## src/rtl/apb_rr_master_if.sv

```systemverilog
// apb_rr_master_if: APB bus between the round-robin master and its slaves.
interface apb_rr_master_if #(
  parameter int AW = 8,
  parameter int DW = 32
);
  logic          psel;
  logic          penable;
  logic          pwrite;
  logic [AW-1:0] paddr;
  logic [DW-1:0] pwdata;
  logic [DW-1:0] prdata;
  logic          pready;
  logic          pslverr;
  modport master (output psel, penable, pwrite, paddr, pwdata, input prdata, pready, pslverr);
  modport slave  (input psel, penable, pwrite, paddr, pwdata, output prdata, pready, pslverr);
endinterface

```

## src/rtl/apb_rr_master.sv

```systemverilog
// apb_rr_master: shares one APB master port among NREQ requesters with round-robin
// arbitration, a wait-state timeout and registered completion status.
module apb_rr_master #(
  parameter int NREQ    = 4,
  parameter int AW      = 8,
  parameter int DW      = 32,
  parameter int TIMEOUT = 15
) (
  input  logic               clk,
  input  logic               rst,
  input  logic [NREQ-1:0]    req,
  input  logic [NREQ-1:0]    req_write,
  input  logic [NREQ*AW-1:0] req_addr,
  input  logic [NREQ*DW-1:0] req_wdata,
  output logic [NREQ-1:0]    done,
  output logic [DW-1:0]      rdata,
  output logic               err,
  apb_rr_master_if.master    apb
);
  localparam int IW = $clog2(NREQ);
  localparam int CW = $clog2(TIMEOUT + 1);
  typedef enum logic [1:0] {IDLE, SETUP, ACCESS} state_t;
  state_t          state, state_n;
  logic [IW-1:0]   ptr, ptr_n, owner, owner_n, nxt_owner, base, off, win;
  logic [IW:0]     sum;
  logic [CW-1:0]   cnt, cnt_n;
  logic            psel, psel_n, penable, penable_n, pwrite, pwrite_n;
  logic            err_n, completing, found;
  logic [AW-1:0]   paddr, paddr_n;
  logic [DW-1:0]   pwdata, pwdata_n, rdata_n;
  logic [NREQ-1:0] done_n, own_hot, elig, rot;
  logic [AW-1:0]   addr_a [NREQ];
  logic [DW-1:0]   wdata_a [NREQ];
  for (genvar i = 0; i < NREQ; i++) begin : g_slice
    assign addr_a[i]  = req_addr[i*AW +: AW];
    assign wdata_a[i] = req_wdata[i*DW +: DW];
  end
  assign own_hot    = NREQ'(1) << owner;
  assign nxt_owner  = (owner == IW'(NREQ - 1)) ? '0 : owner + 1'b1;
  assign completing = (state == ACCESS) && (apb.pready || cnt == CW'(TIMEOUT - 1));
  // The completing owner and any client still seeing its done pulse sit out this round.
  assign elig = req & ~done & ~(completing ? own_hot : '0);
  assign base = (state == ACCESS) ? nxt_owner : ptr;
  assign rot  = NREQ'({elig, elig} >> base);
  always_comb begin
    found = 1'b0;
    off = '0;
    for (int k = NREQ - 1; k >= 0; k--)
      if (rot[k]) begin
        found = 1'b1;
        off = IW'(k);
      end
  end
  assign sum = {1'b0, base} + {1'b0, off};
  assign win = (sum >= (IW+1)'(NREQ)) ? IW'(sum - (IW+1)'(NREQ)) : IW'(sum);
  always_comb begin
    state_n   = state;
    ptr_n     = ptr;
    owner_n   = owner;
    cnt_n     = cnt;
    psel_n    = psel;
    penable_n = penable;
    pwrite_n  = pwrite;
    paddr_n   = paddr;
    pwdata_n  = pwdata;
    done_n    = '0;
    rdata_n   = rdata;
    err_n     = 1'b0;
    case (state)
      SETUP: begin
        state_n   = ACCESS;
        penable_n = 1'b1;
      end
      ACCESS:
        if (completing) begin
          done_n    = own_hot;
          err_n     = !apb.pready || apb.pslverr;
          rdata_n   = (apb.pready && !pwrite) ? apb.prdata : rdata;
          cnt_n     = '0;
          ptr_n     = nxt_owner;
          state_n   = IDLE;
          psel_n    = 1'b0;
          penable_n = 1'b0;
        end else
          cnt_n = cnt + 1'b1;
      default: state_n = IDLE;
    endcase
    // A grant from IDLE or straight out of a completion goes to SETUP (back-to-back).
    if (found && (state == IDLE || completing)) begin
      state_n   = SETUP;
      psel_n    = 1'b1;
      penable_n = 1'b0;
      owner_n   = win;
      pwrite_n  = req_write[win];
      paddr_n   = addr_a[win];
      pwdata_n  = wdata_a[win];
    end
  end
  always_ff @(posedge clk or negedge rst)
    if (!rst) begin
      state   <= IDLE;
      ptr     <= '0;
      owner   <= '0;
      cnt     <= '0;
      psel    <= 1'b0;
      penable <= 1'b0;
      pwrite  <= 1'b0;
      paddr   <= '0;
      pwdata  <= '0;
      done    <= '0;
      rdata   <= '0;
      err     <= 1'b0;
    end else begin
      state   <= state_n;
      ptr     <= ptr_n;
      owner   <= owner_n;
      cnt     <= cnt_n;
      psel    <= psel_n;
      penable <= penable_n;
      pwrite  <= pwrite_n;
      paddr   <= paddr_n;
      pwdata  <= pwdata_n;
      done    <= done_n;
      rdata   <= rdata_n;
      err     <= err_n;
    end
  assign apb.psel    = psel;
  assign apb.penable = penable;
  assign apb.pwrite  = pwrite;
  assign apb.paddr   = paddr;
  assign apb.pwdata  = pwdata;
endmodule
```

## src/flat_wrapper.sv

```systemverilog
// flat-port wrapper written by rule: the top's interface ports become plain ports
module apb_rr_master_flat 
#(
  parameter int NREQ    = 4,
  parameter int AW      = 8,
  parameter int DW      = 32,
  parameter int TIMEOUT = 15
)
  (clk, rst, req, req_write, req_addr, req_wdata, done, rdata, err, apb_psel, apb_penable, apb_pwrite, apb_paddr, apb_pwdata, apb_prdata, apb_pready, apb_pslverr);
  apb_rr_master_if #(.AW(AW), .DW(DW)) apb_i ();
  input  logic clk;
  input  logic rst;
  input  logic [NREQ-1:0] req;
  input  logic [NREQ-1:0] req_write;
  input  logic [NREQ*AW-1:0] req_addr;
  input  logic [NREQ*DW-1:0] req_wdata;
  output logic [NREQ-1:0] done;
  output logic [DW-1:0] rdata;
  output logic err;
  output wire logic [$bits(apb_i.psel)-1:0] apb_psel;
  output wire logic [$bits(apb_i.penable)-1:0] apb_penable;
  output wire logic [$bits(apb_i.pwrite)-1:0] apb_pwrite;
  output wire logic [$bits(apb_i.paddr)-1:0] apb_paddr;
  output wire logic [$bits(apb_i.pwdata)-1:0] apb_pwdata;
  input wire logic [$bits(apb_i.prdata)-1:0] apb_prdata;
  input wire logic [$bits(apb_i.pready)-1:0] apb_pready;
  input wire logic [$bits(apb_i.pslverr)-1:0] apb_pslverr;
  assign apb_psel = apb_i.psel;
  assign apb_penable = apb_i.penable;
  assign apb_pwrite = apb_i.pwrite;
  assign apb_paddr = apb_i.paddr;
  assign apb_pwdata = apb_i.pwdata;
  assign apb_i.prdata = apb_prdata;
  assign apb_i.pready = apb_pready;
  assign apb_i.pslverr = apb_pslverr;
  apb_rr_master #(.NREQ(NREQ), .AW(AW), .DW(DW), .TIMEOUT(TIMEOUT)) u_core (.clk(clk), .rst(rst), .req(req), .req_write(req_write), .req_addr(req_addr), .req_wdata(req_wdata), .done(done), .rdata(rdata), .err(err), .apb(apb_i));
endmodule
```

## config.mk

```make
export PLATFORM = sky130hd
export DESIGN_NAME = apb_rr_master_flat
export DESIGN_NICKNAME = d
export VERILOG_FILES = /design/src/rtl/apb_rr_master_if.sv /design/src/rtl/apb_rr_master.sv /design/src/flat_wrapper.sv
export SDC_FILE = /design/constraint.sdc
export NUM_CORES = 1
export LEC_CHECK = 0
export ABC_CLOCK_PERIOD_IN_PS = 4770
export BUFFER_PORTS_ARGS = -buffer_cell sky130_fd_sc_hd__buf_2
export CAP_MARGIN = 25
export CORE_UTILIZATION = 30
export CTS_BUF_LIST = sky130_fd_sc_hd__clkbuf_2
export DETAILED_ROUTE_END_ITERATION = 6
export PLACE_DENSITY = 0.57
export SYNTH_ARGS = -nofsm -noshare
export SYNTH_HDL_FRONTEND = slang
export SYNTH_SLANG_ARGS = --single-unit
```

## constraint.sdc

```tcl
create_clock -name clk -period 4.77 [get_ports clk]
set_clock_uncertainty 0.05 [all_clocks]
set_input_delay 0.477 -clock clk [delete_from_list [all_inputs] [get_ports clk]]
set_output_delay 0.477 -clock clk [all_outputs]
set_load 0.01 [all_outputs]
```

==> impl_metrics.env, run 1 <==
export IMPL_yosysSeqAreaShare=0.4378
export IMPL_placed_cells=976
export IMPL_cts_sinks=90
export IMPL_wire_per_inst_um=15.94
export IMPL_end_kind="flop"
export IMPL_path_max_fanout=69
export IMPL_synth_seq_cells=90
export IMPL_synth_ff_type="dfrtp_1"
export IMPL_async_flop_share=1.000
export IMPL_synth_area_um2=5144
export IMPL_yosys_warnings=0
export IMPL_initial_utilization=0.3091
export IMPL_grt_pass1_wl_mm=25.24
export IMPL_slew_headroom=0.3881
export IMPL_fp_dieW_um=132.9
export IMPL_cts_buffers=9
export IMPL_whs_ns=0.07126
export IMPL_clkTransAtPathRegs_ns=0.27
export IMPL_power_switching_uw=2721
export IMPL_postRouteAntennaNets=0
export IMPL_overflow=0
export IMPL_n_antenna_cell=0
export IMPL_pre_cts_slack_ns=0.8149
export IMPL_avgSynthCellArea_um2=10.11
export IMPL_die_h_um=132.9
export IMPL_core_um2=16640
export IMPL_final_hold_viol_count=0
export IMPL_period_needed_ns=3.992
export IMPL_grt_start_max_net_pins=87
export IMPL_vias_per_cell=4.953
export IMPL_rsz0062_at_grt="false"
export IMPL_dieArea_um2=17670
export IMPL_cts_tree="yes"
export IMPL_arrival_ns=4.42
export IMPL_multi_input_area_um2=2706
export IMPL_drt_iter0_drc=171
export IMPL_drc=0
export IMPL_syn_to_final_growth_pct=38.73
export IMPL_max_vdd_ir_drop_uv=571.9
export IMPL_power_density_nw_per_um2=776.5
export IMPL_p_total_uw=5541
export IMPL_fin_cells=1012
export IMPL_root_buffer="clkbuf_2"
export IMPL_worst_r2r_setup_slack_ns=0.78
export IMPL_worst_pin_slew_ns=0.9178
export IMPL_max_freq_mhz=250.5
export IMPL_cp_start_kind="flop"
export IMPL_dr_pass1_iters=5
export IMPL_power_leakage_uw=0.003341
export IMPL_port_buffer_count=283
export IMPL_p_seq_frac=0.243
export IMPL_synth_edff_count=0
export IMPL_grt_pass1_vias=4960
export IMPL_postCtsHoldBufs=20
export IMPL_nFillCells=1660
export IMPL_cts_buffer_depth=2
export IMPL_cts_max_level=3
export IMPL_path_class="reg -> reg"
export IMPL_setup_ws_ns=0.7779
export IMPL_cp_required_ns=5.20
export IMPL_gp_congestion=0.8210
export IMPL_io_pins=284
export IMPL_layout_commonest_cell="buf_2"
export IMPL_drt_total_wl_mm=16.14
export IMPL_layout_common_cells="buf_2, dfrtp_1, nor2b_1, nand2_1, o31ai_1"
export IMPL_ff_latch_area_um2=2252
export IMPL_grt_antenna_before_repair=0
export IMPL_setup_violations=0
export IMPL_outcome="finished, final reports clean"
export IMPL_clkLatencyLatePin_ns=0.58
export IMPL_slew_viol_final=0
export IMPL_num_vias=5012
export IMPL_grt_usage=0.1825
export IMPL_synthCells=509
export IMPL_max_cap_violations=0
export IMPL_fp_row_count=47
export IMPL_synth_distinct_cells=40
export IMPL_pwr_share_clk=0.083
export IMPL_post_cts_buffers=0
export IMPL_p_sw_frac=0.4911
export IMPL_holdCritPathClass="in -> reg"
export IMPL_p_int_uw=2820
export IMPL_nNetsFinal=998
export IMPL_post_cts_resize_count=0
export IMPL_drive_above_1_share=0.4571
export IMPL_period_share=0.8369
export IMPL_tns_ns=0
export IMPL_post_dp_hpwl_mm=11.71
export IMPL_combPwrFrac=0.674
export IMPL_synth_fp_nets=720
==> power groups by stage <==
stage               clock [uW]  sequential [uW]  combinational, uW
global route               509             1400               4170
floorplan                    0             1510               2470
detailed placement           0             1360               3770
finish                     460             1350               3740
global placement             0             1350               3760
CTS                        485             1350               3770
==> worst paths after layout <==
check | from | end | depth (start not counted)
hold / removal | apb_prdata[8] | u_core.rdata[8] | 2
setup reg to reg | u_core.cnt[0] | u_core.apb.pwdata[24] | 14
setup / recovery | u_core.cnt[0] | u_core.apb.pwdata[24] | 14
min in group asynchronous | rst | u_core.apb.pwrite | 2
max in group asynchronous | rst | u_core.rdata[19] | 3
hold reg to reg | u_core.apb.psel | u_core.apb.psel | 2
==> registers in the layout (all words and copies together) (netlist names), 2 cells and up <==
signal,count
u_core.owner,2
u_core.ptr,2
u_core.done,4
u_core.rdata,32
u_core.cnt,4
u_core.state,2
u_core.apb.pwdata,32
u_core.apb.paddr,8
==> routing by layer <==
layer,vias to the layer above,global-route usage,routed length (um)
met5,-,0,0
met4,0,0.06769,319
met3,23,0.04674,1201
met2,216,0.3077,7534
met1,2288,0.2233,7080
li1,2485,-,-
==> Yosys cell counts, types with 2 or more instances <==
| cell type | number | area share |
|---|---|---|
| buf_2 | 16 | 0.016 |
| nand2b_1 | 4 | 0.0049 |
| nand3_1 | 4 | 0.0039 |
| clkbuf_1 | 29 | 0.021 |
| o31ai_1 | 44 | 0.064 |
| a2111oi_0 | 41 | 0.070 |
| nand2_1 | 58 | 0.042 |
| o31ai_2 | 2 | 0.0049 |
| mux2_2 | 33 | 0.072 |
| nor2b_1 | 83 | 0.10 |
| inv_1 | 9 | 0.0066 |
| a31oi_2 | 2 | 0.0049 |
| o21ai_0 | 8 | 0.0078 |
| a21oi_1 | 7 | 0.0068 |
| dfrtp_1 | 90 | 0.44 |
| ha_1 | 7 | 0.017 |
| a31o_2 | 2 | 0.0034 |
| a221oi_1 | 41 | 0.070 |
| o21ai_1 | 2 | 0.0019 |
| a31oi_1 | 2 | 0.0024 |
| buf_1 | 2 | 0.0015 |
| and3_1 | 4 | 0.0049 |
| buf_4 | 2 | 0.0029 |
==> through the flow <==
| step | utilization | instance area [um2] |
|---|---|---|
| 2_1_floorplan | - | 5144 |
| 6_report | 0.4288 | 7136 |
| 3_5_place_dp | 0.4084 | 6797 |
| 3_3_place_gp | 0.4084 | 6797 |
| 5_1_grt | 0.4288 | 7136 |
| 4_1_cts | 0.4288 | 7136 |
==> kinds of logic after synthesis <==
group / after synthesis / synth area share
buf+inv: 58 / 0.04768
compound gates: 160 / 0.2569
simple gates: 160 / 0.1664
flops: 90 / 0.4378
fa+ha+maj: 7 / 0.01703
mux: 34 / 0.07419
==> critical path, cell delays in order, from the launching register on <==
cell and delay, ns:
dfrtp_1 0.47, inv_1 0.06, ha_1 0.21, a31o_2 0.35
and3_1 0.22, or2_2 0.29, o21ai_0 0.17, a21oi_1 0.09
a31oi_1 0.16, a21oi_1 0.11, ha_4 0.75, buf_4 0.34
nor2b_1 0.06, a2111oi_0 0.38, o31ai_1 0.13
==> final cells by class <==
| class | count | share of cell area |
|---|---|---|
| clock buffer | 10 | 0.007014 |
| multi-input combinational | 361 | 0.3793 |
| inverter | 9 | 0.004734 |
| tap | 220 | 0.03858 |
| timing repair buffer | 316 | 0.2423 |
| sequential | 90 | 0.3156 |
| clock inverter | 6 | 0.01245 |
(Power assumes the default switching activity.)
==> run 2: changes to the inputs <==
ABC_CLOCK_PERIOD_IN_PS = 4000   (was 4770)
clock period = 4 ns   (was 4.77 ns; I/O delays follow)
==> run 2 against run 1 <==
  * Power increased by 26%
  * Via count increased by 2.4%
  * Clock power increased by 22%
  * Clock-buffer cell count decreased by 1
  * Fmax increased by 11%
  * Setup slack got worse by 0.37 ns
  * Cell area increased by 3.9%
  * Wire length increased by 1.4%
  * Cell count increased by 1.9%
  * Combinational power increased by 29%
  * Register-to-register slack got worse by 0.37 ns
  * Critical path type unchanged
  * Critical endpoint is now u_core.apb.pwdata[8]
  * Largest power group unchanged
==> impl_metrics.env, run 2 (synthesis results as in run 1) <==
export IMPL_grt_pass1_vias=4992
export IMPL_crit_chain="inv_1, ha_1, a31o_2, a311oi_2, nand2_1, a21oi_1, a311oi_1, a21oi_1, ha_4, buf_4, nor2b_1, a2111oi_0, o31ai_1"
export IMPL_pre_cts_slack_ns=0.1747
export IMPL_core_um2=16640
export IMPL_final_util=0.4456
export IMPL_cp_start_kind="flop"
export IMPL_combPwrFrac=0.690
export IMPL_wire_per_inst_um=15.87
export IMPL_nNetsFinal=1017
export IMPL_cts_tree="yes"
export IMPL_slowest_stage="a311oi_2"
export IMPL_slew_viol_final=0
export IMPL_syn_to_final_growth_pct=44.17
export IMPL_period_needed_ns=3.589
export IMPL_p_seq_frac=0.229
export IMPL_clkTransAtPathRegs_ns=0.30
export IMPL_cts_sinks=90
export IMPL_die_h_um=132.9
export IMPL_drt_iter0_drc=190
export IMPL_dieArea_um2=17670
export IMPL_post_dp_hpwl_mm=11.44
export IMPL_grt_start_max_net_pins=64
export IMPL_p_sw_frac=0.4812
export IMPL_path_max_fanout=20
export IMPL_fp_dieW_um=132.9
export IMPL_port_buffer_count=283
export IMPL_layout_common_cells="buf_2, dfrtp_1, nor2b_1, nand2_1, o31ai_1"
export IMPL_layout_commonest_cell="buf_2"
export IMPL_pwr_share_clk=0.080
export IMPL_max_vdd_ir_drop_uv=542.7
export IMPL_arrival_ns=4.03
export IMPL_critPathTopFamily="compound AO/OA/AOI/OAI gates"
export IMPL_grt_antenna_before_repair=0
export IMPL_cts_buffer_depth=2
export IMPL_power_leakage_uw=0.003461
export IMPL_num_vias=5134
export IMPL_grt_pass1_wl_mm=25.48
export IMPL_cts_max_level=3
export IMPL_top_regs="u_core.apb.pwdata (32), u_core.rdata (32), u_core.apb.paddr (8)"
export IMPL_p_total_uw=7007
export IMPL_p_int_uw=3636
export IMPL_slew_headroom=0.4620
export IMPL_path_class="reg -> reg"
export IMPL_dr_pass1_iters=4
export IMPL_critPathBufInv=2
export IMPL_rsz0062_at_grt="false"
export IMPL_end_kind="flop"
export IMPL_fp_row_count=47
export IMPL_drc=0
export IMPL_max_cap_violations=0
export IMPL_stdcell_area_um2=7416
export IMPL_io_pins=284
export IMPL_tns_ns=0
export IMPL_outcome="finished, final reports clean"
export IMPL_power_switching_uw=3372
export IMPL_setup_ws_ns=0.4109
export IMPL_crit_path_frequent_cell="a21oi_1"
export IMPL_cts_buffers=9
export IMPL_gp_congestion=0.7837
export IMPL_clkLatencyLatePin_ns=0.59
export IMPL_grt_usage=0.1839
export IMPL_overflow=0
export IMPL_period_share=0.8973
export IMPL_drive_above_1_share=0.4513
export IMPL_postRouteAntennaNets=0
export IMPL_vias_per_cell=4.980
export IMPL_initial_utilization=0.3091
export IMPL_worst_pin_slew_ns=0.8070
export IMPL_root_buffer="clkbuf_2"
export IMPL_placed_cell_area_um2=6854
export IMPL_cp_required_ns=4.44
export IMPL_final_hold_viol_count=0
export IMPL_worst_r2r_setup_slack_ns=0.41
export IMPL_setup_violations=0
export IMPL_n_antenna_cell=0
export IMPL_drt_total_wl_mm=16.36
export IMPL_power_density_nw_per_um2=944.9
export IMPL_holdCritPathClass="in -> reg"
export IMPL_max_stage_delay_ns=0.53
export IMPL_max_freq_mhz=278.6
run 2: worst min-delay path: stages:
cell,delay [ns]
buf_2,0.08
a221oi_1,0.07
o31ai_1,0.18
run 2: power groups by stage:
stage / clock, uW / combinational [uW] / sequential (uW)
floorplan: 0 / 2940 / 1800
global placement: 0 / 4540 / 1610
detailed placement: 0 / 4610 / 1630
CTS: 594 / 4630 / 1610
global route: 633 / 5370 / 1670
finish: 562 / 4840 / 1610
run 2: final cells by class:
class | count | area [um2]
multi-input cells | 361 | 2708
clock inverters | 7 | 101.3
fillers | 1607 | 9226
inverters | 9 | 33.78
flip-flops and latches | 90 | 2252
clock buffers | 9 | 45.04
well taps | 220 | 275.3
repair buffers | 335 | 2001
run 2: per-layer routing:
layer | global-route usage | part of all wire | wire length [um]
met1 | 0.2293 | 0.44 | 7170
met2 | 0.3165 | 0.49 | 7943
met3 | 0.03908 | 0.064 | 1044
met4 | 0.05619 | 0.013 | 205
met5 | 0 | 0 | 0
run 2: through the flow:
step / std cells / hold WS [ns]
2_1_floorplan: 509 / 0.05441
3_3_place_gp: 976 / 0.4080
4_1_cts: 1028 / 0.01032
3_5_place_dp: 977 / 0.4106
6_report: 1031 / 0.06547
5_1_grt: 1031 / 0.009736
run 2: final timing paths:
check | from | endpoint | cells past startpoint
max | u_core.cnt[0] | u_core.apb.pwdata[8] | 13
min | req_wdata[53] | u_core.apb.pwdata[21] | 3
max reg2reg | u_core.cnt[0] | u_core.apb.pwdata[8] | 13
min reg2reg | u_core.apb.pwdata[10] | u_core.apb.pwdata[10] | 2
max in group asynchronous | rst | u_core.apb.pwdata[30] | 3
min in group asynchronous | rst | u_core.apb.pwdata[24] | 2
run 2: what timing repair did:
action,CTS,global route
hold buffers,35,0
gates resized for setup,0,1
endpoints found under the hold margin,95,0
setup buffers,0,2
setup endpoints to repair,0,18
==> run 3: changes to the inputs <==
CELL_PAD_IN_SITES_DETAIL_PLACEMENT = 1   (was default)
CELL_PAD_IN_SITES_GLOBAL_PLACEMENT = 2   (was default)
CORE_UTILIZATION = 26   (was 30)
PLACE_DENSITY = 0.82   (was 0.57)
==> run 3 against run 2 <==
  * Critical path depth shrank 1
  * First-iteration DRC count decreased by 1.1%
  * Critical path type unchanged
  * Wire length up 21%
  * Setup slack got worse by 0.13 ns
  * Power up 3.7%
  * Combinational power grew 4.8%
  * Clock power is 3% higher
==> impl_metrics.env, run 3 (synthesis results as in run 1) <==
export IMPL_outcome="finished, final reports clean"
export IMPL_slew_viol_final=0
export IMPL_io_pins=284
export IMPL_initial_utilization=0.2652
export IMPL_grt_antenna_before_repair=2
export IMPL_final_hold_viol_count=0
export IMPL_vias_per_cell=4.913
export IMPL_cts_buffer_depth=2
export IMPL_cts_max_level=3
export IMPL_rsz0062_at_grt="false"
export IMPL_crit_chain="inv_1, ha_1, a31o_2, a311oi_4, nand2_1, a21oi_1, a311oi_1, a21oi_1, ha_4, buf_4, a2111oi_0, o31ai_1"
export IMPL_met2_usage=0.3369
export IMPL_period_needed_ns=3.720
export IMPL_cts_tree="yes"
export IMPL_layout_common_cells="buf_2, dfrtp_1, nor2b_1, nand2_1, o31ai_1"
export IMPL_grt_start_max_net_pins=67
export IMPL_path_class="reg -> reg"
export IMPL_r2r_start="u_core.cnt[0]"
export IMPL_whs_ns=0.08188
export IMPL_final_util=0.3887
export IMPL_dr_pass1_iters=6
export IMPL_fp_row_count=51
export IMPL_core_um2=19400
export IMPL_holdCritPathClass="in -> reg"
export IMPL_dieArea_um2=20350
export IMPL_power_density_nw_per_um2=963.6
export IMPL_num_vias=5350
export IMPL_fp_dieW_um=142.7
export IMPL_busiest_layer="met2"
export IMPL_root_buffer="clkbuf_2"
export IMPL_overflow=0
export IMPL_wire_per_inst_um=18.15
export IMPL_post_dp_hpwl_mm=13.74
export IMPL_grt_pass1_vias=5501
export IMPL_drt_total_wl_mm=19.76
export IMPL_max_cap_violations=0
export IMPL_hold_depth=3
export IMPL_layout_commonest_cell="buf_2"
export IMPL_holdPathEnd="u_core.apb.pwdata[16]"
export IMPL_cts_buffers=9
export IMPL_grt_usage=0.1859
export IMPL_slew_headroom=0.2901
export IMPL_drt_iter0_drc=188
export IMPL_slowest_stage="a2111oi_0"
export IMPL_reg2regPathDepth=12
export IMPL_top_regs="u_core.apb.pwdata (32), u_core.rdata (32), u_core.apb.paddr (8)"
export IMPL_clkTransAtPathRegs_ns=0.31
export IMPL_max_stage_delay_ns=0.59
export IMPL_port_buffer_count=283
export IMPL_max_vdd_ir_drop_uv=418.2
export IMPL_placed_cells=1032
export IMPL_grtUsageMet1=0.2141
export IMPL_syn_to_final_growth_pct=46.61
export IMPL_nNetsFinal=1029
export IMPL_gp_congestion=0.7879
export IMPL_end_kind="flop"
export IMPL_cp_required_ns=4.44
export IMPL_period_share=0.9300
export IMPL_setup_violations=0
export IMPL_worst_pin_slew_ns=1.048
export IMPL_die_h_um=142.7
export IMPL_postRouteAntennaNets=0
export IMPL_drc=0
export IMPL_worst_r2r_setup_slack_ns=0.28
export IMPL_nFillCells=2341
export IMPL_cts_sinks=90
export IMPL_drive_above_1_share=0.4581
export IMPL_power_leakage_uw=0.003500
export IMPL_grt_util_met3=0.04494
export IMPL_arrival_ns=4.16
export IMPL_tns_ns=0
export IMPL_clkLatencyLatePin_ns=0.58
export IMPL_max_freq_mhz=268.8
export IMPL_fin_cells=1089
export IMPL_crit_path_frequent_cell="a21oi_1"
export IMPL_path_max_fanout=18
export IMPL_min_from="req_wdata[48]"
export IMPL_grt_pass1_wl_mm=29.24
export IMPL_cp_start_kind="flop"
export IMPL_rr_endpoint="u_core.apb.pwdata[28]"
-- run 3: where the power goes --
group | internal, uW | total (uW) | switching, uW
combinational | 2100 | 5070 | 2970
sequential | 1370 | 1620 | 251
clock | 219 | 580 | 362
-- run 3: stage by stage --
step           worst slack [ns]  power [uW]  cell area (um2)
6_report                 0.2799        7266             7541
5_1_grt                 0.02845        7951             7541
4_1_cts                  0.1091        7100             7483
3_5_place_dp            0.08146        6480             6960
3_3_place_gp             0.1427        6388             6960
2_1_floorplan            0.4456        4738             5144
-- run 3: area by class of cell --
class	instances	area [um2]	share of cell area
well taps	265	331.6	0.04397
repair buffers	346	2042	0.2708
diodes	1	2.502	0.0003318
clock buffers	9	45.04	0.005973
flip-flops and latches	90	2252	0.2987
clock inverters	7	107.6	0.01427
inverters	9	33.78	0.004480
multi-input cells	362	2726	0.3615
-- run 3: repair_timing --
item	in CTS	in global routing
endpoints found under the setup margin	0	38
hold buffers	37	0
setup buffers	0	2
hold endpoints to repair	96	0
resized for setup	0	1
-- run 3: worst max path at each step --
stage | start | endpoint | slack, ns | cells past startpoint
6_report | u_core.cnt[0] | u_core.apb.pwdata[28] | 0.28 | 12
4_1_cts | u_core.cnt[0] | u_core.apb.pwdata[9] | 0.11 | 14
5_1_grt | u_core.cnt[0] | u_core.apb.pwdata[28] | 0.03 | 15
2_1_floorplan | u_core.cnt[0] | u_core.apb.paddr[0] | 0.45 | 16
3_3_place_gp | u_core.cnt[0] | u_core.apb.pwdata[23] | 0.14 | 14
3_5_place_dp | u_core.cnt[0] | u_core.apb.pwdata[23] | 0.08 | 13
-- run 3: metal layers --
metal	wire, um	part of all wire
met5	10	0.00051
met3	1221	0.062
met1	8174	0.41
met4	251	0.013
met2	10110	0.51
-- run 3: critical path, delay by kind of cell (launching register included) --
kind,cells,cell delay [ns]
buffers and inverters,2,0.29
flip-flops,1,0.47
AO/OA/AOI/OAI,7,2.09
AND/OR/NAND/NOR,1,0.17
adder cells (fa/ha/maj),2,0.56
